## config.mk

```make
export PLATFORM = sky130hd
export DESIGN_NAME = game_timer_bcd
export DESIGN_NICKNAME = d
export VERILOG_FILES = /design/src/rtl/snake_timer_pkg.sv /design/src/rtl/seg7_decode.sv /design/src/rtl/game_timer_bcd.sv
export SDC_FILE = /design/constraint.sdc
export NUM_CORES = 1
export LEC_CHECK = 0
export ABC_AREA = 1
export CELL_PAD_IN_SITES_DETAIL_PLACEMENT = 1
export CELL_PAD_IN_SITES_GLOBAL_PLACEMENT = 1
export CORE_MARGIN = 5
export CORE_UTILIZATION = 45
export DETAILED_ROUTE_END_ITERATION = 8
export PLACE_DENSITY = 0.91
export SYNTH_ARGS = -nofsm -noshare
export SYNTH_HDL_FRONTEND = slang
export SYNTH_SLANG_ARGS = --single-unit
```

## constraint.sdc

```tcl
create_clock -name clk -period 4.3 [get_ports clk]
set_input_delay 0.43 -clock clk [delete_from_list [all_inputs] [get_ports clk]]
set_output_delay 0.43 -clock clk [all_outputs]
set_load 0.03 [all_outputs]
```

## src/rtl/snake_timer_pkg.sv

```systemverilog
// Shared definitions for the snake game timer: FSM states, active-low
// 7-segment digit codes, display index width and a BCD minute helper.
package snake_timer_pkg;

  typedef enum logic [1:0] {
    IDLE = 2'd0,
    RUN  = 2'd1,
    STOP = 2'd2
  } state_t;

  // Number of bits needed to select one of the four display digits
  localparam int unsigned IDX_W = 2;

  // Segment order is {a,b,c,d,e,f,g}; a zero bit lights the segment
  localparam logic [6:0] SEG_0     = 7'b0000001;
  localparam logic [6:0] SEG_1     = 7'b1001111;
  localparam logic [6:0] SEG_2     = 7'b0010010;
  localparam logic [6:0] SEG_3     = 7'b0000110;
  localparam logic [6:0] SEG_4     = 7'b1001100;
  localparam logic [6:0] SEG_5     = 7'b0100100;
  localparam logic [6:0] SEG_6     = 7'b0100000;
  localparam logic [6:0] SEG_7     = 7'b0001111;
  localparam logic [6:0] SEG_8     = 7'b0000000;
  localparam logic [6:0] SEG_9     = 7'b0000100;
  localparam logic [6:0] SEG_BLANK = 7'b1111111;

  // Binary value of a two-digit BCD minute field (wide enough for 15*10+15)
  function automatic logic [7:0] min_value(logic [3:0] min_h, logic [3:0] min_l);
    return 8'(min_h) * 8'd10 + 8'(min_l);
  endfunction

endpackage

```

## src/rtl/seg7_decode.sv

```systemverilog
// BCD digit to active-low 7-segment code; non-BCD values blank the digit.
//   digit  : 4-bit BCD input
//   code_c : {a,b,c,d,e,f,g}, active-low, combinational
module seg7_decode
  import snake_timer_pkg::*;
(
  input  logic [3:0] digit,
  output logic [6:0] code_c
);

  always_comb begin
    code_c = SEG_BLANK;
    case (digit)
      4'd0:    code_c = SEG_0;
      4'd1:    code_c = SEG_1;
      4'd2:    code_c = SEG_2;
      4'd3:    code_c = SEG_3;
      4'd4:    code_c = SEG_4;
      4'd5:    code_c = SEG_5;
      4'd6:    code_c = SEG_6;
      4'd7:    code_c = SEG_7;
      4'd8:    code_c = SEG_8;
      4'd9:    code_c = SEG_9;
      default: code_c = SEG_BLANK;
    endcase
  end

endmodule

```

## src/rtl/game_timer_bcd.sv

```systemverilog
// mm:ss game timer counting up or down directly in BCD, with a 4-digit
// multiplexed 7-segment display driver and round-expiry signalling.
//   clk, rst        : clock, synchronous active-high reset
//   start           : pulse, IDLE -> RUN, latches down into the direction
//   hold            : level, freezes counting in RUN
//   game_over       : stops a running timer (RUN -> STOP)
//   down            : 1 = countdown
//   load, load_bcd  : preset {min_h,min_l,sec_h,sec_l}, validated
//   time_bcd        : current time, registered
//   running         : state is RUN and hold is low
//   expired/wrapped/load_err : one-cycle event pulses, registered
//   seg, an         : active-low segment bus and digit selects, registered
module game_timer_bcd
  import snake_timer_pkg::*;
#(
  parameter int unsigned TICK_DIV = 50_000_000,
  parameter int unsigned SCAN_DIV = 50_000,
  parameter int unsigned MAX_MIN  = 59
) (
  input  logic        clk,
  input  logic        rst,
  input  logic        start,
  input  logic        hold,
  input  logic        game_over,
  input  logic        down,
  input  logic        load,
  input  logic [15:0] load_bcd,
  output logic [15:0] time_bcd,
  output logic        running,
  output logic        expired,
  output logic        wrapped,
  output logic        load_err,
  output logic [6:0]  seg,
  output logic [3:0]  an
);

  localparam int unsigned TICK_W = $clog2(TICK_DIV);
  localparam int unsigned SCAN_W = (SCAN_DIV > 1) ? $clog2(SCAN_DIV) : 1;
  localparam logic [TICK_W-1:0] TICK_LAST = TICK_W'(TICK_DIV - 1);
  localparam logic [SCAN_W-1:0] SCAN_LAST = SCAN_W'(SCAN_DIV - 1);

  state_t            state;
  logic              dir;
  logic [TICK_W-1:0] presc;
  logic [SCAN_W-1:0] scan_cnt;
  logic [IDX_W-1:0]  idx;

  logic [15:0] up_bcd;
  logic [15:0] dn_bcd;
  logic        at_max;
  logic        load_ok;
  logic [3:0]  cur_digit;
  logic [6:0]  cur_code;

  // running follows hold immediately so the game FSM sees a freeze at once
  assign running = (state == RUN) && !hold;

  // Preset must be proper BCD, seconds below 60 and minutes within MAX_MIN
  always_comb begin
    load_ok = (load_bcd[15:12] <= 4'd9) && (load_bcd[11:8] <= 4'd9) &&
              (load_bcd[7:4]   <= 4'd5) && (load_bcd[3:0]  <= 4'd9) &&
              (min_value(load_bcd[15:12], load_bcd[11:8]) <= 8'(MAX_MIN));
  end

  assign at_max = (min_value(time_bcd[15:12], time_bcd[11:8]) == 8'(MAX_MIN)) &&
                  (time_bcd[7:0] == 8'h59);

  // Up-count carry chain; MAX_MIN:59 wraps to 00:00
  always_comb begin
    up_bcd = time_bcd;
    if (at_max) begin
      up_bcd = 16'h0000;
    end else if (time_bcd[3:0] != 4'd9) begin
      up_bcd[3:0] = time_bcd[3:0] + 4'd1;
    end else begin
      up_bcd[3:0] = 4'd0;
      if (time_bcd[7:4] != 4'd5) begin
        up_bcd[7:4] = time_bcd[7:4] + 4'd1;
      end else begin
        up_bcd[7:4] = 4'd0;
        if (time_bcd[11:8] != 4'd9) begin
          up_bcd[11:8] = time_bcd[11:8] + 4'd1;
        end else begin
          up_bcd[11:8]  = 4'd0;
          up_bcd[15:12] = time_bcd[15:12] + 4'd1;
        end
      end
    end
  end

  // Down-count borrow chain; 00:00 saturates so no underflow can occur
  always_comb begin
    dn_bcd = time_bcd;
    if (time_bcd == 16'h0000) begin
      dn_bcd = 16'h0000;
    end else if (time_bcd[3:0] != 4'd0) begin
      dn_bcd[3:0] = time_bcd[3:0] - 4'd1;
    end else begin
      dn_bcd[3:0] = 4'd9;
      if (time_bcd[7:4] != 4'd0) begin
        dn_bcd[7:4] = time_bcd[7:4] - 4'd1;
      end else begin
        dn_bcd[7:4] = 4'd5;
        if (time_bcd[11:8] != 4'd0) begin
          dn_bcd[11:8] = time_bcd[11:8] - 4'd1;
        end else begin
          dn_bcd[11:8]  = 4'd9;
          dn_bcd[15:12] = time_bcd[15:12] - 4'd1;
        end
      end
    end
  end

  assign cur_digit = time_bcd[{idx, 2'b00} +: 4];

  seg7_decode u_seg7_decode (
    .digit  (cur_digit),
    .code_c (cur_code)
  );

  // Timer FSM, prescaler, BCD time register and display scan
  always_ff @(posedge clk) begin
    if (rst) begin
      state    <= IDLE;
      dir      <= 1'b0;
      presc    <= '0;
      time_bcd <= 16'h0000;
      expired  <= 1'b0;
      wrapped  <= 1'b0;
      load_err <= 1'b0;
      scan_cnt <= '0;
      idx      <= '0;
      an       <= 4'b1110;
      seg      <= SEG_0;
    end else begin
      expired  <= 1'b0;
      wrapped  <= 1'b0;
      load_err <= 1'b0;

      // Display scan runs in every state; seg/an lag idx by one cycle
      if (scan_cnt == SCAN_LAST) begin
        scan_cnt <= '0;
        idx      <= idx + IDX_W'(1);
      end else begin
        scan_cnt <= scan_cnt + SCAN_W'(1);
      end
      seg <= cur_code;
      an  <= 4'(~(4'b0001 << idx));

      // A rejected load consumes the cycle: only load_err reacts
      if (load) begin
        if (load_ok) begin
          state    <= IDLE;
          time_bcd <= load_bcd;
          presc    <= '0;
        end else begin
          load_err <= 1'b1;
        end
      end else begin
        case (state)
          IDLE: begin
            if (start) begin
              state <= RUN;
              dir   <= down;
            end
          end
          RUN: begin
            if (game_over) begin
              state <= STOP;
            end else if (!hold) begin
              if (presc == TICK_LAST) begin
                presc <= '0;
                if (dir) begin
                  time_bcd <= dn_bcd;
                  if (dn_bcd == 16'h0000) begin
                    state   <= STOP;
                    expired <= 1'b1;
                  end
                end else begin
                  time_bcd <= up_bcd;
                  wrapped  <= at_max;
                end
              end else begin
                presc <= presc + TICK_W'(1);
              end
            end
          end
          STOP: begin
            state <= STOP;
          end
          default: begin
            state <= IDLE;
          end
        endcase
      end
    end
  end

endmodule
```

==> run metrics, run 1 <==
top cell type's share of synthesized area 26.7%; DR iter-0 viols 366; crit end category flop; clk_skew 0.0104 ns; hold path cells 1; Mapped Cells 888; vias in the first global route 6,362; Worst setup SP type primary input; r2r worst-path depth 14; syn avg cell area 6.51 um^2; Post-synth EDFFs 0; WP data arrival 3.57 ns; post-CTS sizing 0; detailed placer's ending HPWL 14,100 um; Pleak 2.77 nW; Hold Crit Class flop to flop; final wirelength 19,000 um; Synthesized Nets 956; Seq/Total Area, Yosys 26.7%; Core Util, Final 53.3%; Avg WL per Cell 17.1 um; initial antenna violation count 0; pwr dens 269 nW/um^2; Final setup viols 0; num rows 41; crit-path max FO 18; Fin. Hold Viols 0; core footprint 12,600 um^2; clk root buf clkbuf_16; drc violations 0; min-delay src scan_cnt[0]; leading area contributor after synthesis dfxtp_1; RePlAce Congestion 0.938; die area 15,200 um^2; Total Routing Usage GR 25.9%; setup_tns 0 ns; crit share post-route 77.5%; Post-CTS Setup Inserts 0; CP Data Required Time 4.54 ns; antenna diode count 0; CTS Hold Bufs 0; relative slew slack 45.9%; Synth area leaders dfxtp_1 (27%), nand2_1 (13%), ha_1 (8.9%); clock latency on the worst-skew pair 0.35 ns; Slew Limit Fails 0; TritonCTS clock tree yes; IO Port Bufs 53; TritonCTS Buffers 9; Yosys reg bits 77; P&R area growth vs syn 16.4%; f_max 300 MHz; R2R Path Start time_bcd[15]; CTS Buffer Depth 2; total gr overflow 0; number of max-cap violations 0; unrepaired setup endpoints after global routing no; Mapped Area 5780 um^2; largest net degree at the start of global routing 26; Via-to-Cell Ratio 5.55; fraction of layout cells with a size suffix above 1 7.23%; status finished, final reports clean; global-route wire length before repair 31,300 um; Worst setup startpoint load_bcd[13]; Syn. warnings 0; die height 123 um; Setup CP Type primary input to flop; Reg clk slew, reported paths 0.06 ns; CTS sink cnt 77; min Tclk post-route 3.33 ns; Die Wd 123 um; layout net count 1,003; Starting Density 45.8%; Post-synth top flop dfxtp_1; VDD IR max 0.000188 V; Worst-Margin Slew 0.810 ns; H-tree levels 3; Unique masters post-synth 50; routed vias 6,174; first-pass detailed-route iteration total 4; I/O pin cnt 54; antenna-violating nets left 0; async set or reset register ratio after synthesis 0%
[path summary, 6_finish.rpt]
check	endpoint	slack, ns
hold / removal	scan_cnt[0]	0.46
hold reg to reg	scan_cnt[0]	0.46
setup reg to reg	time_bcd[14]	1.20
setup / recovery	time_bcd[6]	0.97
[stage by stage]
stage | hold slack [ns] | power (mW) | std cells | instance area, um^2 | setup slack [ns]
after floorplan | 0.430 | 0.970 | 888 | 5780 | 1.56
after global placement | 0.448 | 1.06 | 1096 | 6450 | 0.746
after detailed placement | 0.456 | 1.07 | 1096 | 6450 | 0.622
after CTS | 0.472 | 1.82 | 1112 | 6730 | 0.975
after global routing | 0.497 | 1.89 | 1112 | 6730 | 0.701
final | 0.464 | 1.81 | 1112 | 6730 | 0.968
[critical path, cell delays in order]
cell and delay [ns]:
clkdlybuf4s50_1 0.60, ha_1 0.28, ha_1 0.22, fa_1 0.55
nand3_1 0.12, nand2_1 0.08, inv_1 0.04, nor2_1 0.10
nand2_1 0.07, nor2_1 0.13, nand3_1 0.10, nand2_2 0.19
buf_4 0.27, nand2_2 0.14, o21ai_0 0.20, a21oi_1 0.06
[cells by family (layout without fill, tap and decap cells)]
group | Yosys count | after routing | share of synthesized area [%]
and+or+nand+nor | 481 | 481 | 37.7
AOI/OAI and AO/OA | 144 | 144 | 14.1
buffers and inverters | 125 | 177 | 8.87
DFF | 77 | 77 | 26.7
adders and majority gates | 45 | 45 | 10.3
xor gates and xnor gates | 16 | 16 | 2.42
[layer usage]
layer / track usage [%] / routed length, um / vias to the layer above
met5: 0 / 0 / -
met4: 9.07 / 416 / 0
met3: 5.67 / 1260 / 35
met2: 43.6 / 8870 / 167
met1: 32.6 / 8500 / 2942
li1: - / - / 3030
[synth_stat cells (all sizes together), types with 10 or more instances]
| master | count |
|---|---|
| dfxtp | 77 |
| a21oi | 77 |
| inv | 97 |
| xor2 | 14 |
| clkbuf | 15 |
| nor3 | 32 |
| nor2 | 118 |
| o21ai | 37 |
| nand4 | 23 |
| ha | 41 |
| nand2 | 216 |
| buf | 10 |
| nand3 | 73 |
[report_power, final]
| group | leakage [nW] | switching, mW | internal [mW] | total (mW) |
|---|---|---|---|---|
| logic | 2.01 | 0.212 | 0.115 | 0.327 |
| registers | 0.622 | 0.0148 | 0.725 | 0.739 |
| clock network | 0.139 | 0.342 | 0.399 | 0.741 |
| total | 2.77 | 0.569 | 1.24 | 1.81 |
[flip-flops by register name, summed over array words and instances (netlist names)]
name / cells
scan_cnt: 16
an: 4
load_err: 1
time_bcd: 16
wrapped: 1
dir: 1
idx: 2
seg: 7
presc: 26
expired: 1
state: 2
[layout make-up]
cell class / count / area [um^2]
well taps: 172 / 215
fillers: 1742 / 5890
repair buffers: 61 / 591
flip-flops and latches: 77 / 1540
multi-input cells: 686 / 3730
clock buffers: 9 / 225
inverters: 100 / 377
clock inverters: 7 / 55.1
[cell usage in the layout, fill, tap and decap left out, types with 3 or more instances in the layout]
master	instances
xor2_1	14
inv_6	3
dfxtp_1	77
nor2_1	109
fa_1	4
nor3_1	31
buf_4	8
nand2_1	205
o211ai_1	8
nor2_2	6
o21a_1	3
nand4_1	23
a21oi_1	75
a31oi_1	4
nand2_2	10
o21ai_0	35
nor2_4	3
or2_2	7
nand3_2	4
ha_1	41
inv_2	5
clkbuf_16	9
nor4_1	5
inv_1	92
clkinv_2	3
nand3_1	67
clkdlybuf4s50_1	53
Note: power is estimated with default switching activity, not from simulation.
==> inputs of run 2 (changes only) <==
- CORE_UTILIZATION: 45 -> 38
- PLACE_DENSITY: 0.91 -> 0.82
- clock period: 4.3 -> 2.9 ns (I/O delays scaled with it)
==> run metrics, run 2 (synthesis gave the netlist of run 1 again) <==
status finished, final reports clean (unchanged); RePlAce Congestion 0.901 (was 0.938); H-tree levels 3 (unchanged); f_max 364 MHz; largest registers presc: 26 flops, scan_cnt: 16 flops, time_bcd: 16 flops (unchanged); min-delay src scan_cnt[0] (unchanged); number of max-cap violations 0 (unchanged); r2r worst-path depth 14 (unchanged); total gr overflow 0 (unchanged); drc violations 0 (unchanged); clock latency on the worst-skew pair 0.34 ns (was 0.35 ns); DR iter-0 viols 298 (was 366); clk root buf clkbuf_16 (unchanged); crit share post-route 94.7%; DP Area 6680 um^2 (was 6450 um^2); Die Wd 133 um (was 123 um); reg2reg end time_bcd[14] (unchanged); relative slew slack 41.3% (was 45.9%); CTS Hold Bufs 0 (unchanged); detailed placer's ending HPWL 14,500 um (was 14,100 um); layout net count 1,030 (was 1,003); unrepaired setup endpoints after global routing no (unchanged); TritonCTS clock tree yes (unchanged); WP data arrival 3.02 ns (was 3.57 ns); fraction of layout cells with a size suffix above 1 10.9% (was 7.23%); commonest cells after routing, fill and taps aside nand2_1 (204), nor2_1 (107), inv_1 (92) (was nand2_1 (205), nor2_1 (109), inv_1 (92)); Starting Density 38.3% (was 45.8%); Worst setup SP type primary input (unchanged); vias in the first global route 6,228 (was 6,362); crit-path max FO 17 (was 18); pwr dens 395 nW/um^2 (was 269 nW/um^2); VDD IR max 0.000289 V (was 0.000188 V); clk_skew 0.00697 ns (was 0.0104 ns); Reg clk slew, reported paths 0.06 ns (about the same); worst setup margin 0.154 ns (was 0.968 ns); num rows 45 (was 41); commonest non-fill, non-tap cell in the layout nand2_1 (unchanged); met3 GRT Util 3.10% (was 5.67%); Via-to-Cell Ratio 5.39 (was 5.55); die height 133 um (was 123 um); CP Data Required Time 3.18 ns (was 4.54 ns); Final setup viols 0 (unchanged); GRT met2 Usage 35.4% (was 43.6%); global-route wire length before repair 31,500 um (was 31,300 um); register area 1540 um^2 (unchanged); min Tclk post-route 2.75 ns; Fin. Hold Viols 0 (unchanged); IO Port Bufs 53 (unchanged); GRT busiest layer met2 (unchanged); routed vias 6,215 (was 6,174); Final Cell Area 7130 um^2 (was 6730 um^2); P&R area growth vs syn 23.3% (was 16.4%); grt met1 use 29.6% (was 32.6%); setup slack after placement -0.415 ns (was 0.622 ns); number of flip-flops in the largest register 26 (unchanged); die area 17,800 um^2 (was 15,200 um^2); setup_tns 0 ns (unchanged); Hold Path End scan_cnt[0] (unchanged); core footprint 15,100 um^2 (was 12,600 um^2); hold path cells 1 (unchanged); CTS Buffer Depth 2 (unchanged); Total Routing Usage GR 21.6% (was 25.9%); largest net degree at the start of global routing 36 (was 26); final wirelength 19,400 um (was 19,000 um); Setup CP Type primary input to flop (unchanged); area occupied by multi-input gates 3830 um^2 (was 3730 um^2); Slew Limit Fails 0 (unchanged); TritonCTS Buffers 9 (unchanged); Hold Crit Class flop to flop (unchanged); antenna diode count 0 (unchanged); R2R Path Start time_bcd[13] (was time_bcd[15]); reg2reg setup slack 0.32 ns (was 1.20 ns); I/O pin cnt 54 (unchanged); Pleak 2.97 nW (was 2.77 nW); Avg WL per Cell 16.8 um (was 17.1 um); Worst-Margin Slew 0.874 ns (was 0.810 ns); crit end category flop (unchanged); Largest Register presc (unchanged); initial antenna violation count 0 (unchanged); Fill cells 1,996 (was 1,742); first-pass detailed-route iteration total 5 (was 4); antenna-violating nets left 0 (unchanged); CTS sink cnt 77 (unchanged)
==> run 2: cell types whose count changed in the layout (fill, tap and decap cells not counted), sizes merged <==
cell	before	now
bufinv	0	1
clkdlybuf4s50	53	51
buf	8	34
clkbuf	9	12
dlymetal6s2s	0	2
clkinv	5	4
inv	101	98
==> run 2: worst max path at each step <==
stage,startpoint,endpoint,depth (start not counted)
after global placement,load_bcd[13],presc[13],16
final,load_bcd[12],presc[21],17
after floorplan,time_bcd[13],time_bcd[13],14
after detailed placement,load_bcd[15],presc[13],16
after CTS,load_bcd[15],presc[13],16
after global routing,load_bcd[14],presc[12],16
==> run 2: layer usage <==
| metal | wire length [um] | share of wire [%] | vias to the layer above |
|---|---|---|---|
| met3 | 753 | 3.9 | 18 |
| met5 | 0 | 0 | - |
| li1 | - | - | 3092 |
| met2 | 8830 | 45 | 121 |
| met1 | 9530 | 49 | 2984 |
| met4 | 314 | 1.6 | 0 |
==> run 2: per-stage QoR <==
step,power [mW],instances,hold WS (ns),util (%)
finish,2.82,1154,0.465,47.3
global route,2.93,1154,0.513,47.3
CTS,2.82,1152,0.469,46.4
detailed placement,1.62,1137,0.454,44.3
global placement,1.61,1137,0.448,44.3
floorplan,1.44,888,0.430,-
==> run 2: repair_timing <==
item	in CTS	in global routing
setup endpoints to repair	1	42
pin swaps	0	6
setup buffers	0	1
gates cloned	0	1
resized for setup	2	23
==> run 2: worst max-delay path: stages <==
cell and delay (ns):
clkdlybuf4s50_1 0.43, ha_2 0.21, ha_4 0.17, fa_1 0.58
nand2_1 0.08, or2_2 0.29, nand3b_1 0.08, nand2_1 0.05
inv_1 0.06, nor2_2 0.05, nand3_2 0.07, nand2_4 0.09
buf_4 0.15, clkbuf_16 0.18, nand2_1 0.07, nand2_1 0.05
a21oi_1 0.13
==> run 2: layout make-up <==
| cell class | count | area share (%) |
|---|---|---|
| inverter | 100 | 5.28 |
| timing repair buffer | 88 | 11.8 |
| tap | 188 | 3.30 |
| sequential | 77 | 21.6 |
| clock inverter | 4 | 0.772 |
| clock buffer | 11 | 3.54 |
| multi-input combinational | 686 | 53.7 |
==> run 2: report_power, final <==
group / leakage [nW] / internal (mW) / switching [mW]
combinational: 2.20 / 0.203 / 0.335
clock: 0.148 / 0.714 / 0.475
sequential: 0.622 / 1.07 / 0.0156
total: 2.97 / 1.99 / 0.826
==> inputs of run 3 (changes only) <==
- CORE_ASPECT_RATIO: default -> 0.5
==> run metrics, run 3 (synthesis gave the netlist of run 1 again) <==
status finished, final reports clean (unchanged); vias in the first global route 6,380 (was 6,228); TritonCTS clock tree yes (unchanged); number of max-cap violations 0 (unchanged); Cell Count, Final, Fillers Out 1,162 (was 1,154); crit share post-route 97.1% (was 94.7%); largest net degree at the start of global routing 34 (was 36); TritonCTS Buffers 9 (unchanged); Worst-Margin Slew 0.805 ns (was 0.874 ns); antenna diode count 0 (unchanged); clk_skew 0.00899 ns (was 0.00697 ns); pwr dens 407 nW/um^2 (was 395 nW/um^2); clk root buf clkbuf_16 (unchanged); Final setup viols 0 (unchanged); WP data arrival 3.04 ns (was 3.02 ns); Fill cells 1,942 (was 1,996); Avg WL per Cell 17.2 um (was 16.8 um); Clk pwr share 44.2% (was 42.2%); Sequential Power Share 37.5% (was 38.7%); CTS sink cnt 77 (unchanged); I/O pin cnt 54 (unchanged); Worst setup SP type primary input (unchanged); Slew Limit Fails 0 (unchanged); detailed placer's ending HPWL 14,800 um (was 14,500 um); Setup CP Type primary input to flop (unchanged); die height 97.2 um (was 133 um); Pleak 2.98 nW (was 2.97 nW); antenna-violating nets left 0 (unchanged); total gr overflow 0 (unchanged); Starting Density 39.3% (was 38.3%); Internal 2.04 mW (was 1.99 mW); P&R area growth vs syn 23.5% (was 23.3%); worst hold slack 0.467 ns (was 0.465 ns); initial antenna violation count 0 (unchanged); core footprint 14,700 um^2 (was 15,100 um^2); Hold Crit Class flop to flop (unchanged); Largest Register presc (unchanged); Comb pwr share 18.3% (was 19.1%); H-tree levels 3 (unchanged); first-pass detailed-route iteration total 5 (unchanged); relative slew slack 45.9% (was 41.3%); commonest cells after routing, fill and taps aside nand2_1 (203), nor2_1 (106), inv_1 (90) (was nand2_1 (204), nor2_1 (107), inv_1 (92)); switching part of the total 29.6% (was 29.3%); switching power total 0.861 mW (was 0.826 mW); routed vias 6,357 (was 6,215); largest registers presc: 26 flops, scan_cnt: 16 flops, time_bcd: 16 flops (unchanged); CP Data Required Time 3.13 ns (was 3.18 ns); Via-to-Cell Ratio 5.47 (was 5.39); Reg clk slew, reported paths 0.07 ns (was 0.06 ns); min Tclk post-route 2.81 ns (was 2.75 ns); crit-path max FO 7 (was 17); setup slack after placement -0.320 ns (was -0.415 ns); Total Routing Usage GR 21.4% (was 21.6%); crit end category flop (unchanged); IO Port Bufs 53 (unchanged); dpl cells 1,145 (was 1,137); RePlAce Congestion 0.941 (was 0.901); Fin. Hold Viols 0 (unchanged); drc violations 0 (unchanged); die area 17,900 um^2 (was 17,800 um^2); Die Wd 184 um (was 133 um); clock latency on the worst-skew pair 0.35 ns (was 0.34 ns); VDD IR max 0.000264 V (was 0.000289 V); num rows 31 (was 45); layout net count 1,027 (was 1,030); final wirelength 20,000 um (was 19,400 um); global-route wire length before repair 31,900 um (was 31,500 um); setup_tns 0 ns (unchanged); commonest non-fill, non-tap cell in the layout nand2_1 (unchanged); Post-CTS Setup Inserts 0 (unchanged); number of flip-flops in the largest register 26 (unchanged); DR iter-0 viols 495 (was 298); area occupied by multi-input gates 3810 um^2 (was 3830 um^2); Overall Power 2.91 mW (was 2.82 mW); register area 1540 um^2 (unchanged); fraction of layout cells with a size suffix above 1 11.0% (was 10.9%); CTS Buffer Depth 2 (unchanged); worst setup margin 0.0855 ns (was 0.154 ns); f_max 355 MHz (was 364 MHz)
-- run 3: metrics by stage --
| stage | util, % | cell area (um^2) |
|---|---|---|
| after global placement | 45.5 | 6680 |
| after global routing | 48.6 | 7140 |
| after floorplan | - | 5780 |
| after detailed placement | 45.5 | 6680 |
| after CTS | 47.7 | 7010 |
| final | 48.6 | 7140 |
-- run 3: worst max-delay path, cell delays in order --
cell and delay [ns]:
clkdlybuf4s50_1 0.42, ha_2 0.20, ha_2 0.19, fa_1 0.59, nand3_1 0.11, nand2_1 0.07, inv_1 0.04, nor2_1 0.13
nand2_1 0.11, nor2_4 0.12, nand3_2 0.09, nand2_4 0.16, buf_8 0.16, nand2_4 0.08, o21ai_0 0.20, a21oi_1 0.07
-- run 3: cell type report --
type | count | share of cell area, %
clock inverters | 7 | 1.51
multi-input cells | 686 | 53.3
repair buffers | 85 | 11.7
well taps | 198 | 3.47
clock buffers | 9 | 3.15
inverters | 100 | 5.28
flip-flops and latches | 77 | 21.6
-- run 3: power groups by stage --
stage	Sequential [mW]	Clock, mW	Combinational (mW)
after CTS	1.09	1.30	0.514
after floorplan	1.13	0	0.313
after detailed placement	1.11	0	0.508
after global placement	1.11	0	0.494
after global routing	1.09	1.34	0.589
final	1.09	1.28	0.533
-- run 3: final timing paths --
path,startpoint,endpoint,slack [ns],cells past startpoint
worst min register to register,scan_cnt[3],scan_cnt[3],0.47,2
worst min-delay path,scan_cnt[3],scan_cnt[3],0.47,2
worst max register to register,time_bcd[13],time_bcd[12],0.26,15
worst max-delay path,load_bcd[12],time_bcd[6],0.09,16
-- run 3: layer usage --
| layer | track usage (%) | routed length (um) | vias up |
|---|---|---|---|
| met1 | 27.5 | 8930 | 3084 |
| met4 | 5.39 | 323 | 0 |
| li1 | - | - | 3076 |
| met3 | 3.55 | 995 | 31 |
| met5 | 0 | 0 | - |
| met2 | 37.5 | 9710 | 166 |
-- run 3: repair_timing --
item                       CTS  global route
hold buffers                 0             0
pin swaps                    0             7
setup endpoints to repair    2            44
gates resized for setup      2            30
gates cloned                 0             1
